===== src/rtl/scan_mux_pkg.sv =====
// Shared mode/state encodings for the scanning channel multiplexer.
// MODE 10 and 11 both select HOLD.
package scan_mux_pkg;

    localparam logic [1:0] MODE_MANUAL = 2'b00;
    localparam logic [1:0] MODE_SCAN   = 2'b01;
    localparam logic [1:0] MODE_HOLD   = 2'b10;

    typedef enum logic [1:0] {
        ST_MANUAL = 2'd0,
        ST_SCAN   = 2'd1,
        ST_HOLD   = 2'd2
    } state_t;

    function automatic state_t decode_mode(input logic [1:0] mode);
        state_t st;
        case (mode)
            MODE_MANUAL: st = ST_MANUAL;
            MODE_SCAN:   st = ST_SCAN;
            MODE_HOLD:   st = ST_HOLD;
            default:     st = ST_HOLD;
        endcase
        return st;
    endfunction

endpackage


===== src/rtl/dwell_cnt.sv =====
// Dwell counter 0..DWELL-1 with load-zero, enable and terminal-count flag.
// clr makes this cycle count as zero, so tc is valid on the entry edge itself.
module dwell_cnt #(
    parameter int DWELL = 4
) (
    input  logic CLK,
    input  logic RST_N,
    input  logic clr,
    input  logic en,
    output logic tc
);

    localparam int CW = $clog2(DWELL + 1);
    localparam logic [CW-1:0] LAST = CW'(DWELL - 1);

    logic [CW-1:0] cnt_q;
    logic [CW-1:0] base;

    assign base = clr ? '0 : cnt_q;
    assign tc   = (base == LAST);

    always_ff @(posedge CLK or negedge RST_N) begin
        if (!RST_N) begin
            cnt_q <= '0;
        end else if (clr || en) begin
            cnt_q <= tc ? '0 : base + CW'(1);
        end
    end

endmodule


===== src/rtl/scan_mux.sv =====
// Registered N-channel data multiplexer with manual select, timed scan and hold.
// The state used at each edge is decoded from MODE, so a mode change wins over dwell expiry.
//
// state     | meaning
// ST_MANUAL | CH follows SEL; out-of-range SEL keeps CH and pulses ERR
// ST_SCAN   | CH advances (wrapping N-1 -> 0) every DWELL cycles
// ST_HOLD   | CH frozen, dwell frozen, OUT refreshed from current channel
module scan_mux
    import scan_mux_pkg::*;
#(
    parameter int W     = 8,
    parameter int N     = 4,
    parameter int DWELL = 4,
    localparam int SW   = $clog2(N)
) (
    input  logic            CLK,
    input  logic            RST_N,
    input  logic [N*W-1:0]  IN,
    input  logic [SW-1:0]   SEL,
    input  logic [1:0]      MODE,
    output logic [W-1:0]    OUT,
    output logic [SW-1:0]   CH,
    output logic            STEP,
    output logic            ERR
);

    localparam logic [SW:0]   N_EXT   = (SW + 1)'(N);
    localparam logic [SW-1:0] LAST_CH = SW'(N - 1);

    state_t         state_q;
    state_t         state_d;
    logic [SW-1:0]  ch_next;
    logic           err_d;
    logic           step_d;
    logic           scan_entry;
    logic           scan_en;
    logic           dwell_tc;
    logic [W-1:0]   slice_next;

    assign scan_en    = (state_d == ST_SCAN);
    assign scan_entry = scan_en && (state_q != ST_SCAN);

    dwell_cnt #(
        .DWELL (DWELL)
    ) u_dwell (
        .CLK   (CLK),
        .RST_N (RST_N),
        .clr   (scan_entry),
        .en    (scan_en),
        .tc    (dwell_tc)
    );

    always_ff @(posedge CLK or negedge RST_N) begin
        if (!RST_N) begin
            state_q <= ST_MANUAL;
        end else begin
            state_q <= state_d;
        end
    end

    always_comb begin
        state_d = decode_mode(MODE);
        ch_next = CH;
        err_d   = 1'b0;
        case (state_d)
            ST_MANUAL: begin
                if ({1'b0, SEL} < N_EXT) begin
                    ch_next = SEL;
                end else begin
                    err_d = 1'b1;
                end
            end
            ST_SCAN: begin
                if (dwell_tc) begin
                    ch_next = (CH == LAST_CH) ? '0 : CH + SW'(1);
                end
            end
            default: begin
                ch_next = CH;
            end
        endcase
        step_d = (ch_next != CH);
    end

    assign slice_next = IN[int'(ch_next) * W +: W];

    always_ff @(posedge CLK or negedge RST_N) begin
        if (!RST_N) begin
            OUT  <= '0;
            CH   <= '0;
            STEP <= 1'b0;
            ERR  <= 1'b0;
        end else begin
            OUT  <= slice_next;
            CH   <= ch_next;
            STEP <= step_d;
            ERR  <= err_d;
        end
    end

endmodule


===== config.mk =====
export PLATFORM = sky130hd
export DESIGN_NAME = scan_mux
export DESIGN_NICKNAME = d
export VERILOG_FILES = /design/src/rtl/scan_mux_pkg.sv /design/src/rtl/dwell_cnt.sv /design/src/rtl/scan_mux.sv
export SDC_FILE = /design/constraint.sdc
export NUM_CORES = 1
export LEC_CHECK = 0
export ABC_AREA = 1
export ABC_CLOCK_PERIOD_IN_PS = 1600
export BUFFER_PORTS_ARGS = -buffer_cell sky130_fd_sc_hd__buf_2
export CAP_MARGIN = 20
export CORE_MARGIN = 4
export CORE_UTILIZATION = 41
export DETAILED_ROUTE_END_ITERATION = 10
export GPL_TIMING_DRIVEN = 0
export PLACE_DENSITY = 0.75
export SYNTH_ARGS = -nofsm -noshare
export SYNTH_HDL_FRONTEND = slang
export SYNTH_SLANG_ARGS = --single-unit

===== constraint.sdc =====
create_clock -name CLK -period 1.6 [get_ports CLK]
set_input_delay 0.32 -clock CLK [delete_from_list [all_inputs] [get_ports CLK]]
set_output_delay 0.32 -clock CLK [all_outputs]
set_load 0.02 [all_outputs]

* Yosys cells after proc, flatten, opt, wreduce, memory -nomap -nowiden
Cells that the tools add are included.
** Storage, ports and cells
- Register bits :: 16
- Input bits :: 38
- Output and inout port bits :: 12
- Word-level logic and storage cells :: 24
** Operators by class
- $add $sub $neg :: 2
- Eq/ne operators :: 6
- Shift-type cells :: 1
- Mux-type cells :: 6
- Reductions and logical operators :: 4
** Operators by type and width (count)
- variable part select 32 x 6 -> 8 bit :: 1
- one-hot mux 2 bit (2 select lines) :: 2
- 2-to-1 mux 3 bit :: 2
- equality test 2 x 1 -> 1 bit (second input constant) :: 2
- zero test 2 bit :: 2
- 2-to-1 mux 2 bit :: 2
- adder 3 x 1 -> 3 bit (second input constant) :: 1
- equality test 3 x 2 -> 1 bit (second input constant) :: 1
- adder 2 x 1 -> 2 bit (second input constant) :: 1
- equality test 2 bit (second input constant) :: 1
- != test 2 x 1 -> 1 bit (second input constant) :: 1
- != test 2 bit :: 1
- logical AND 1 bit :: 1
- logical OR 1 bit :: 1

* Logic depth before layout (Yosys ltp)
Gate-level depths: netlist of the first run.
- Word-level depth :: 9
- Depth in mapped cells :: 15
- Depth with buffers taken out :: 14

* By module
Synthesis of the first run repeated with hierarchy kept, for this count alone.
** Second synthesis, totals
- Cells, all modules :: 162
- Area total of the unflattened synthesis :: 1088.5 µm²
** By module, submodules not included
- scan_mux :: instances 1, cells an instance 141, area each 923.4 µm², seq. area each 325.3 µm²
- dwell_cnt :: instances 1, cells an instance 21, area each 165.2 µm², seq. area each 75.1 µm²

* Worst setup path after synthesis of the first run
No wires, ideal clock.
- Path type :: input to register
- Start point :: input MODE[0]
- End point :: register OUT[1]
- Data arrival time :: 1.603 ns
- Path slack :: -0.121 ns
- Cell stages on the path :: 15
- Cell sequence :: inv_1 nor2_4 nand2_2 inv_1 nor2_1 ha_1 nand2_2 nand2_2 nand3_2 nand2_4 nand2_4 buf_6 nand2_1 nand3_1 nand2_1
** Between the ends
- Cells in the longest elaborated chain, start to end :: 9
** RTL lines
- start: declaration :: RTL line scan_mux.sv:20 : input logic [1:0] MODE,
- equality test 2 x 1 -> 1 bit / zero test 2 bit (equally long branches) :: RTL line scan_mux_pkg.sv:17 : case (mode)
- one-hot mux 2 bit (2 select lines) (*) :: RTL line scan_mux_pkg.sv:17
- via state_d[0] :: RTL line scan_mux.sv:31 : state_t state_d;
- equality test 2 x 1 -> 1 bit :: RTL line scan_mux.sv:40, scan_mux.sv:65
- logical AND 1 bit :: RTL line scan_mux.sv:41 : assign scan_entry = scan_en && (state_q != ST_SCAN);
- 2-to-1 mux 3 bit :: RTL line dwell_cnt.sv:19 : assign base = clr ? '0 : cnt_q;
- equality test 3 x 2 -> 1 bit :: RTL line dwell_cnt.sv:20 : assign tc = (base == LAST);
- 2-to-1 mux 2 bit :: RTL line scan_mux.sv:74 : if (dwell_tc) begin
- one-hot mux 2 bit (2 select lines) (*) :: RTL line scan_mux.sv:65 : case (state_d)
- variable part select 32 x 6 -> 8 bit (*) :: RTL line scan_mux.sv:85 : assign slice_next = IN[int'(ch_next) * W +: W];
- via slice_next[1] :: RTL line scan_mux.sv:38 : logic [W-1:0] slice_next;
- end signal: assignment :: RTL line scan_mux.sv:94 : OUT <= slice_next;
- end: declaration :: RTL line scan_mux.sv:21 : output logic [W-1:0] OUT,
Mark *: on every way through the listed nets, which the timed path passes. The rest lies on a longest branch.
A chain may end at the register's enable or synchronous reset.

* Final worst setup path of the first run
- Start point :: register state_q[1]
- End point :: register OUT[5]
** Between the ends
- Cells in the longest elaborated chain, start to end :: 7
** RTL lines
- start: declaration :: RTL line scan_mux.sv:30 : state_t state_q;
- start signal: assignment :: RTL line scan_mux.sv:57 : state_q <= state_d;
- != test 2 x 1 -> 1 bit :: RTL line scan_mux.sv:41
- logical AND 1 bit :: RTL line scan_mux.sv:41
- 2-to-1 mux 3 bit :: RTL line dwell_cnt.sv:19
- equality test 3 x 2 -> 1 bit :: RTL line dwell_cnt.sv:20
- 2-to-1 mux 2 bit :: RTL line scan_mux.sv:74
- one-hot mux 2 bit (2 select lines) :: RTL line scan_mux.sv:65
- variable part select 32 x 6 -> 8 bit :: RTL line scan_mux.sv:85
- via slice_next[5] :: RTL line scan_mux.sv:38
The timed path passes the listed nets, and every way through them passes these cells.

==> metrics.yaml, run 1 <==
post_layout_nonfiller_instances: 254
drt_first_pass_iters: 4
cts_buffer_depth: 2
die_h_um: 58.8
grt_setup_unrepaired: "yes"
postSynthCellCount: 154
num-nets-final: 265
root_buffer: "clkbuf_4"
fin_worst_hold_slack_ns: 0.310
place_ws_ns: -0.482
detailed_place_hpwl_mm: 1.91
floorplan.initialDensity_pct: 42.7
worst_setup_hold_path_clk_slew_ns: 0.10
synth.distinct_cells: 20
critical_path_class: "reg2reg"
flow.area_growth_from_synthesis_pct: 56.7
antenna_violations_before_repair: 0
drc: 0
finalMaxSlewViolations: 0
dieArea_sq_um: 3460
synth-seq-cells: 16
routed_wl_mm: 2.98
timing_worst_slew_pin_value_ns: 0.518
nets_in_the_synthesized_netlist: 194
cts_inserted_buffers: 3
post_synth_instance_area_sq_um: 1060
globalRouteOverflowTotal: 0
boundaryPins: 50
timing.critical_path.from_type: "flop"
report.final.hold_viol_count: 0
drive_gt1_share_pct: 48.7
antenna_cells: 0
clock_sinks: 16
final.setup.worst_slack_ns: -0.176
power.density_cell_area_nw_per_um2: 871
vias_in_the_first_global_route: 989
place.gp.congestion: 0.839
port-buffer-count: 48
status: "complete, but fails checks"
finalCoreUtilization_pct: 66.9
vias_per_cell: 4.74
cts_max_level: 1
finalCriticalPeriod_ns: 1.78
achievable-frequency_mhz: 563
design.core.area_sq_um: 2480
syn_area_per_cell_sq_um: 6.87
placed_cells: 232
post-route-period-util_pct: 111
drt_first_iter_violations: 18
critical_path_required_ns: 1.83
post_drt_wl_per_cell_um: 11.7
synth.yosys.seq_area_share_pct: 37.9
clkLatencyLatePin_ns: 0.29
tritoncts: "yes"
worst-endpoint-arrival_ns: 2.00
min_path_type: "in2reg"
clock_skew_ns: 0.00744
globalRouteTotalUtil_pct: 16.1
grt_start_max_net_pins: 17
ir_drop_v: 0.000658
maximum_net_fanout_on_the_critical_path: 7
grt_first_pass_wirelength_mm: 4.24
drv.max_cap_violation_count: 0
rows: 18
chipWidth_um: 58.8
detailroute.via_count: 1203
setup_viol: 9
worst_setup_path_end_kind: "flop"
yosysWarningCount: 0
ant_nets: 0
violated_checks: "negative setup slack"
max-slew-margin-rel_pct: 65.4
leakage_nw: 0.979
## critical path, cell delays in order, from the launching register on
cell     delay, ns
dfrtp_1       0.38
inv_2         0.05
nand2_2       0.06
nand2_2       0.08
inv_2         0.05
nor2_2        0.08
ha_2          0.23
nand2_2       0.09
nand2_2       0.08
nand3_4       0.10
nand2_8       0.11
nand2_8       0.08
buf_6         0.15
nand2_1       0.05
nand3_1       0.07
nand2_1       0.08
## routing by layer
layer / up-vias / routed length [um] / track usage [%]
li1: 603 / - / -
met1: 563 / 1160 / 19.6
met2: 34 / 1630 / 27.9
met3: 3 / 169 / 5.04
met4: 0 / 19 / 2.91
met5: - / 0 / 0
## stage by stage
| step | power, W | setup TNS [ns] | area, sq um |
|---|---|---|---|
| 3_3_place_gp | 0.00101 | -4.26 | 1360 |
| 4_1_cts | 0.00137 | -0.929 | 1520 |
| 3_5_place_dp | 0.00102 | -4.49 | 1360 |
| 5_1_grt | 0.00155 | -2.67 | 1660 |
| 2_1_floorplan | 0.000847 | -0.432 | 1080 |
| 6_report | 0.00144 | -1.37 | 1660 |
## synthesized netlist by cell type
cell / number / area [sq um]
a21oi_1: 3 / 15.0
buf_4: 3 / 22.5
buf_6: 1 / 11.3
clkbuf_1: 2 / 7.51
clkinv_1: 1 / 3.75
conb_1: 1 / 3.75
dfrtp_1: 16 / 400
ha_1: 2 / 25.0
inv_1: 41 / 154
nand2_1: 30 / 113
nand2_2: 5 / 31.3
nand2_4: 2 / 22.5
nand3_1: 37 / 185
nand3_2: 1 / 10.0
nor2_1: 2 / 7.51
nor2_4: 1 / 11.3
nor3_1: 1 / 5.00
o211ai_1: 1 / 7.51
o21ai_0: 3 / 15.0
or2_2: 1 / 6.26
## final timing paths
kind,to,slack [ns],start,depth (start not counted)
worst max-delay path,OUT[5],-0.18,state_q[1],15
worst min-delay path,state_q[1],0.31,MODE[1],2
worst max register to register,OUT[5],-0.18,state_q[1],15
worst min register to register,u_dwell.cnt_q[2],0.57,u_dwell.cnt_q[2],2
max in group asynchronous,CH[0],0.85,RST_N,2
min in group asynchronous,STEP,0.46,RST_N,2
## cells in the final DEF (no fill, tap or decap)
cell type	synthesis	final
inv_12	0	1
nor2_2	0	2
buf_2	0	48
a21oi_1	3	3
o211ai_1	1	1
clkbuf_4	0	3
or2_2	1	1
o21ai_2	0	1
inv_2	0	2
nor3_1	1	1
dfrtp_2	0	2
nand2_4	2	1
o21ai_0	3	2
nand3_2	1	7
buf_4	3	14
inv_4	0	1
clkbuf_8	0	1
ha_2	0	2
nor2_4	1	1
clkbuf_1	2	2
nand2_1	30	22
inv_1	41	38
nand3_4	0	1
nand2_8	0	2
nand3_1	37	30
conb_1	1	1
nand2_2	5	12
buf_6	1	6
dlygate4sd3_1	0	1
buf_12	0	1
dfrtp_1	16	14
## sequential cells by signal (all words and copies together) (netlist names)
| name | count |
|---|---|
| OUT | 8 |
| u_dwell.cnt_q | 3 |
| CH | 2 |
| state_q | 2 |
| STEP | 1 |
## repair_timing
action	4_1_cts	5_1_grt
hold buffers	1	0
pin swaps	10	10
hold endpoints to repair	16	0
resized for setup	13	19
endpoints found under the setup margin	10	11
gates cloned	1	1
buffers inserted	8	7
## cell families (layout without fill, tap and decap cells)
kind of cell               after synthesis  in the layout  share of synthesized area (%)
adders and majority gates                2              2                           2.37
other                                    1              1                          0.355
buffers and inverters                   48            118                           18.8
and+or+nand+nor                         80             80                           37.0
DFF                                     16             16                           37.9
AOI/OAI and AO/OA                        7              7                           3.55
## report_power, final
group	internal, W	switching, W
sequential	0.000480	0.0000336
combinational	0.000284	0.000375
clock	0.000139	0.000132
total	0.000903	0.000541
## area by class of cell
| class | instances | area [sq um] |
|---|---|---|
| buffer | 6 | 48.8 |
| clock buffer | 4 | 36.3 |
| fill | 220 | 821 |
| inverter | 42 | 173 |
| multi-input combinational | 90 | 557 |
| sequential | 16 | 403 |
| tap | 30 | 37.5 |
| timing repair buffer | 66 | 402 |
Note: power is estimated with default switching activity, not from simulation.
==> inputs of run 2 (changes only) <==
ABC_CLOCK_PERIOD_IN_PS = 1520   (was 1600)
CORE_ASPECT_RATIO = 1.25   (was not set)
clock period = 1.52 ns   (was 1.6 ns; I/O delays follow)
==> run 2 against run 1 <==
The flow still finishes with violations (negative setup slack). Utilization up 3.4 points. Critical path depth down 1. Power up 4.9%. Critical endpoint is now OUT[0].
==> metrics.yaml, run 2 (synthesized netlist as in run 1, its figures left out) <==
antenna_violations_before_repair: 0
clock_sinks: 16
globalRouteOverflowTotal: 0
most_frequent_standard_cell_in_the_layout_excluding_fill_and_tap_cells: "buf_2"
critical_path_class: "reg2reg"
max-slew-margin-rel_pct: 66.4
tritoncts: "yes"
cpPeakStageDelay_ns: 0.37
final.setup.worst_slack_ns: -0.263
setup_viol: 10
layout_common_cells: "buf_2, inv_1, nand3_1"
cp_common_cell: "nand2_2"
worst_setup_path_startpoint: "state_q[1]"
drv.max_cap_violation_count: 0
status: "complete, but fails checks"
place_ws_ns: -0.531
routed_wl_mm: 3.09
buffering_stage_count_on_the_worst_path_with_inverters_included: 3
dieArea_sq_um: 3460
largest-register: "OUT"
timing_worst_slew_pin_value_ns: 0.504
finalCriticalPeriod_ns: 1.78
worst_hold_startpoint: "MODE[1]"
post_drt_wl_per_cell_um: 11.9
r2r_setup_slack_ns: -0.26
critical-path-slowest-cell: "dfrtp_1"
detailed_place_hpwl_mm: 2.00
power.density_cell_area_nw_per_um2: 879
num-nets-final: 267
violated_checks: "negative setup slack"
worst_setup_hold_path_clk_slew_ns: 0.09
nFillCells: 220
port-buffer-count: 48
cts_max_level: 1
cts_buffer_depth: 2
boundaryPins: 50
grt_first_pass_wirelength_mm: 4.42
largest_registers: "OUT x8, u_dwell.cnt_q x3"
rr_startpoint: "state_q[1]"
flow.area_growth_from_synthesis_pct: 63.0
design.core.area_sq_um: 2450
detailroute.via_count: 1214
root_buffer: "clkbuf_4"
post-route-period-util_pct: 117
ant_nets: 0
number_of_flip_flops_in_the_largest_register: 8
grt_start_max_net_pins: 17
placed_cells: 235
antenna_cells: 0
maximum_net_fanout_on_the_critical_path: 6
clkLatencyLatePin_ns: 0.28
chipWidth_um: 53.4
globalRouteTotalUtil_pct: 17.2
clock_skew_ns: 0.00746
drt_first_pass_iters: 4
rows: 20
vias_per_cell: 4.69
grt_setup_unrepaired: "yes"
worst-endpoint-arrival_ns: 1.96
post_layout_nonfiller_instances: 259
crit_family: "simple AND/OR/NAND/NOR gates"
place.gp.congestion: 0.744
path_cells: "inv_1 -> nand2_2 -> nand2_2 -> inv_4 -> nor2_4 -> ha_4 -> nand2_4 -> nand2_2 -> nand3_2 -> nand2_4 -> buf_6 -> nand3_1 -> nand3_2 -> nand2_2"
achievable-frequency_mhz: 561
drive_gt1_share_pct: 51.3
drc: 0
report.final.hold_viol_count: 0
drt_first_iter_violations: 22
vias_in_the_first_global_route: 1035
min_path_type: "in2reg"
seqCellArea_sq_um: 403
cts_inserted_buffers: 3
worst_setup_path_end_kind: "flop"
timing.critical_path.from_type: "flop"
floorplan.initialDensity_pct: 43.1
leakage_nw: 1.00
ir_drop_v: 0.000588
total_area_of_multi_input_combinational_cells_sq_um: 614
die_h_um: 64.8
finalMaxSlewViolations: 0
critical_path_required_ns: 1.69
run 2: cell count changes in the layout (fill, tap and decap cells not counted), moves of 2 or more:
cell | previous run | this run
buf_4 | 14 | 10
nand2_4 | 1 | 6
nand3_1 | 30 | 25
nand3_2 | 7 | 13
buf_6 | 6 | 9
nor2_4 | 1 | 3
ha_2 | 2 | 0
nand2_1 | 22 | 20
nor2_2 | 2 | 0
run 2: what timing repair did:
item | in CTS | in global routing
endpoints found under the setup margin | 11 | 11
gates cloned | 3 | 2
setup buffers | 9 | 5
resized for setup | 12 | 38
pin swaps | 11 | 17
endpoints found under the hold margin | 16 | 0
hold buffers | 1 | 0
run 2: layout make-up:
| class | count | area share (%) |
|---|---|---|
| timing repair inverter | 1 | 0.363 |
| sequential | 16 | 23.4 |
| timing repair buffer | 66 | 23.3 |
| buffer | 6 | 3.05 |
| multi-input combinational | 91 | 35.7 |
| clock buffer | 4 | 1.53 |
| inverter | 42 | 10.3 |
| tap | 33 | 2.40 |
run 2: power by group:
part / internal (W) / switching, W / total [W]
clock: 0.000102 / 0.000129 / 0.000231
combinational: 0.000316 / 0.000432 / 0.000747
sequential: 0.000505 / 0.0000316 / 0.000537
run 2: layer usage:
metal	track usage (%)	up-vias	wire length [um]
li1	-	610	-
met1	21.3	559	1230
met2	29.0	39	1670
met3	3.22	6	150
met4	6.07	0	36
met5	0	-	0
run 2: path summary, 6_finish.rpt:
| kind | endpoint | cells past startpoint |
|---|---|---|
| max | OUT[0] | 14 |
| min | state_q[1] | 2 |
| max reg2reg | OUT[0] | 14 |
| min reg2reg | u_dwell.cnt_q[1] | 2 |
| max in group asynchronous | CH[0] | 2 |
| min in group asynchronous | state_q[0] | 2 |
run 2: per-stage QoR:
step | power (W) | hold WS, ns | TNS (ns) | area [sq um] | util, %
after floorplan | 0.000892 | 0.00841 | -1.06 | 1080 | -
after global placement | 0.00107 | 0.238 | -4.96 | 1360 | 55.5
final | 0.00151 | 0.298 | -2.46 | 1720 | 70.3
after detailed placement | 0.00108 | 0.241 | -5.07 | 1360 | 55.5
after global routing | 0.00162 | 0.297 | -3.59 | 1720 | 70.3
after CTS | 0.00139 | 0.283 | -2.11 | 1530 | 62.3
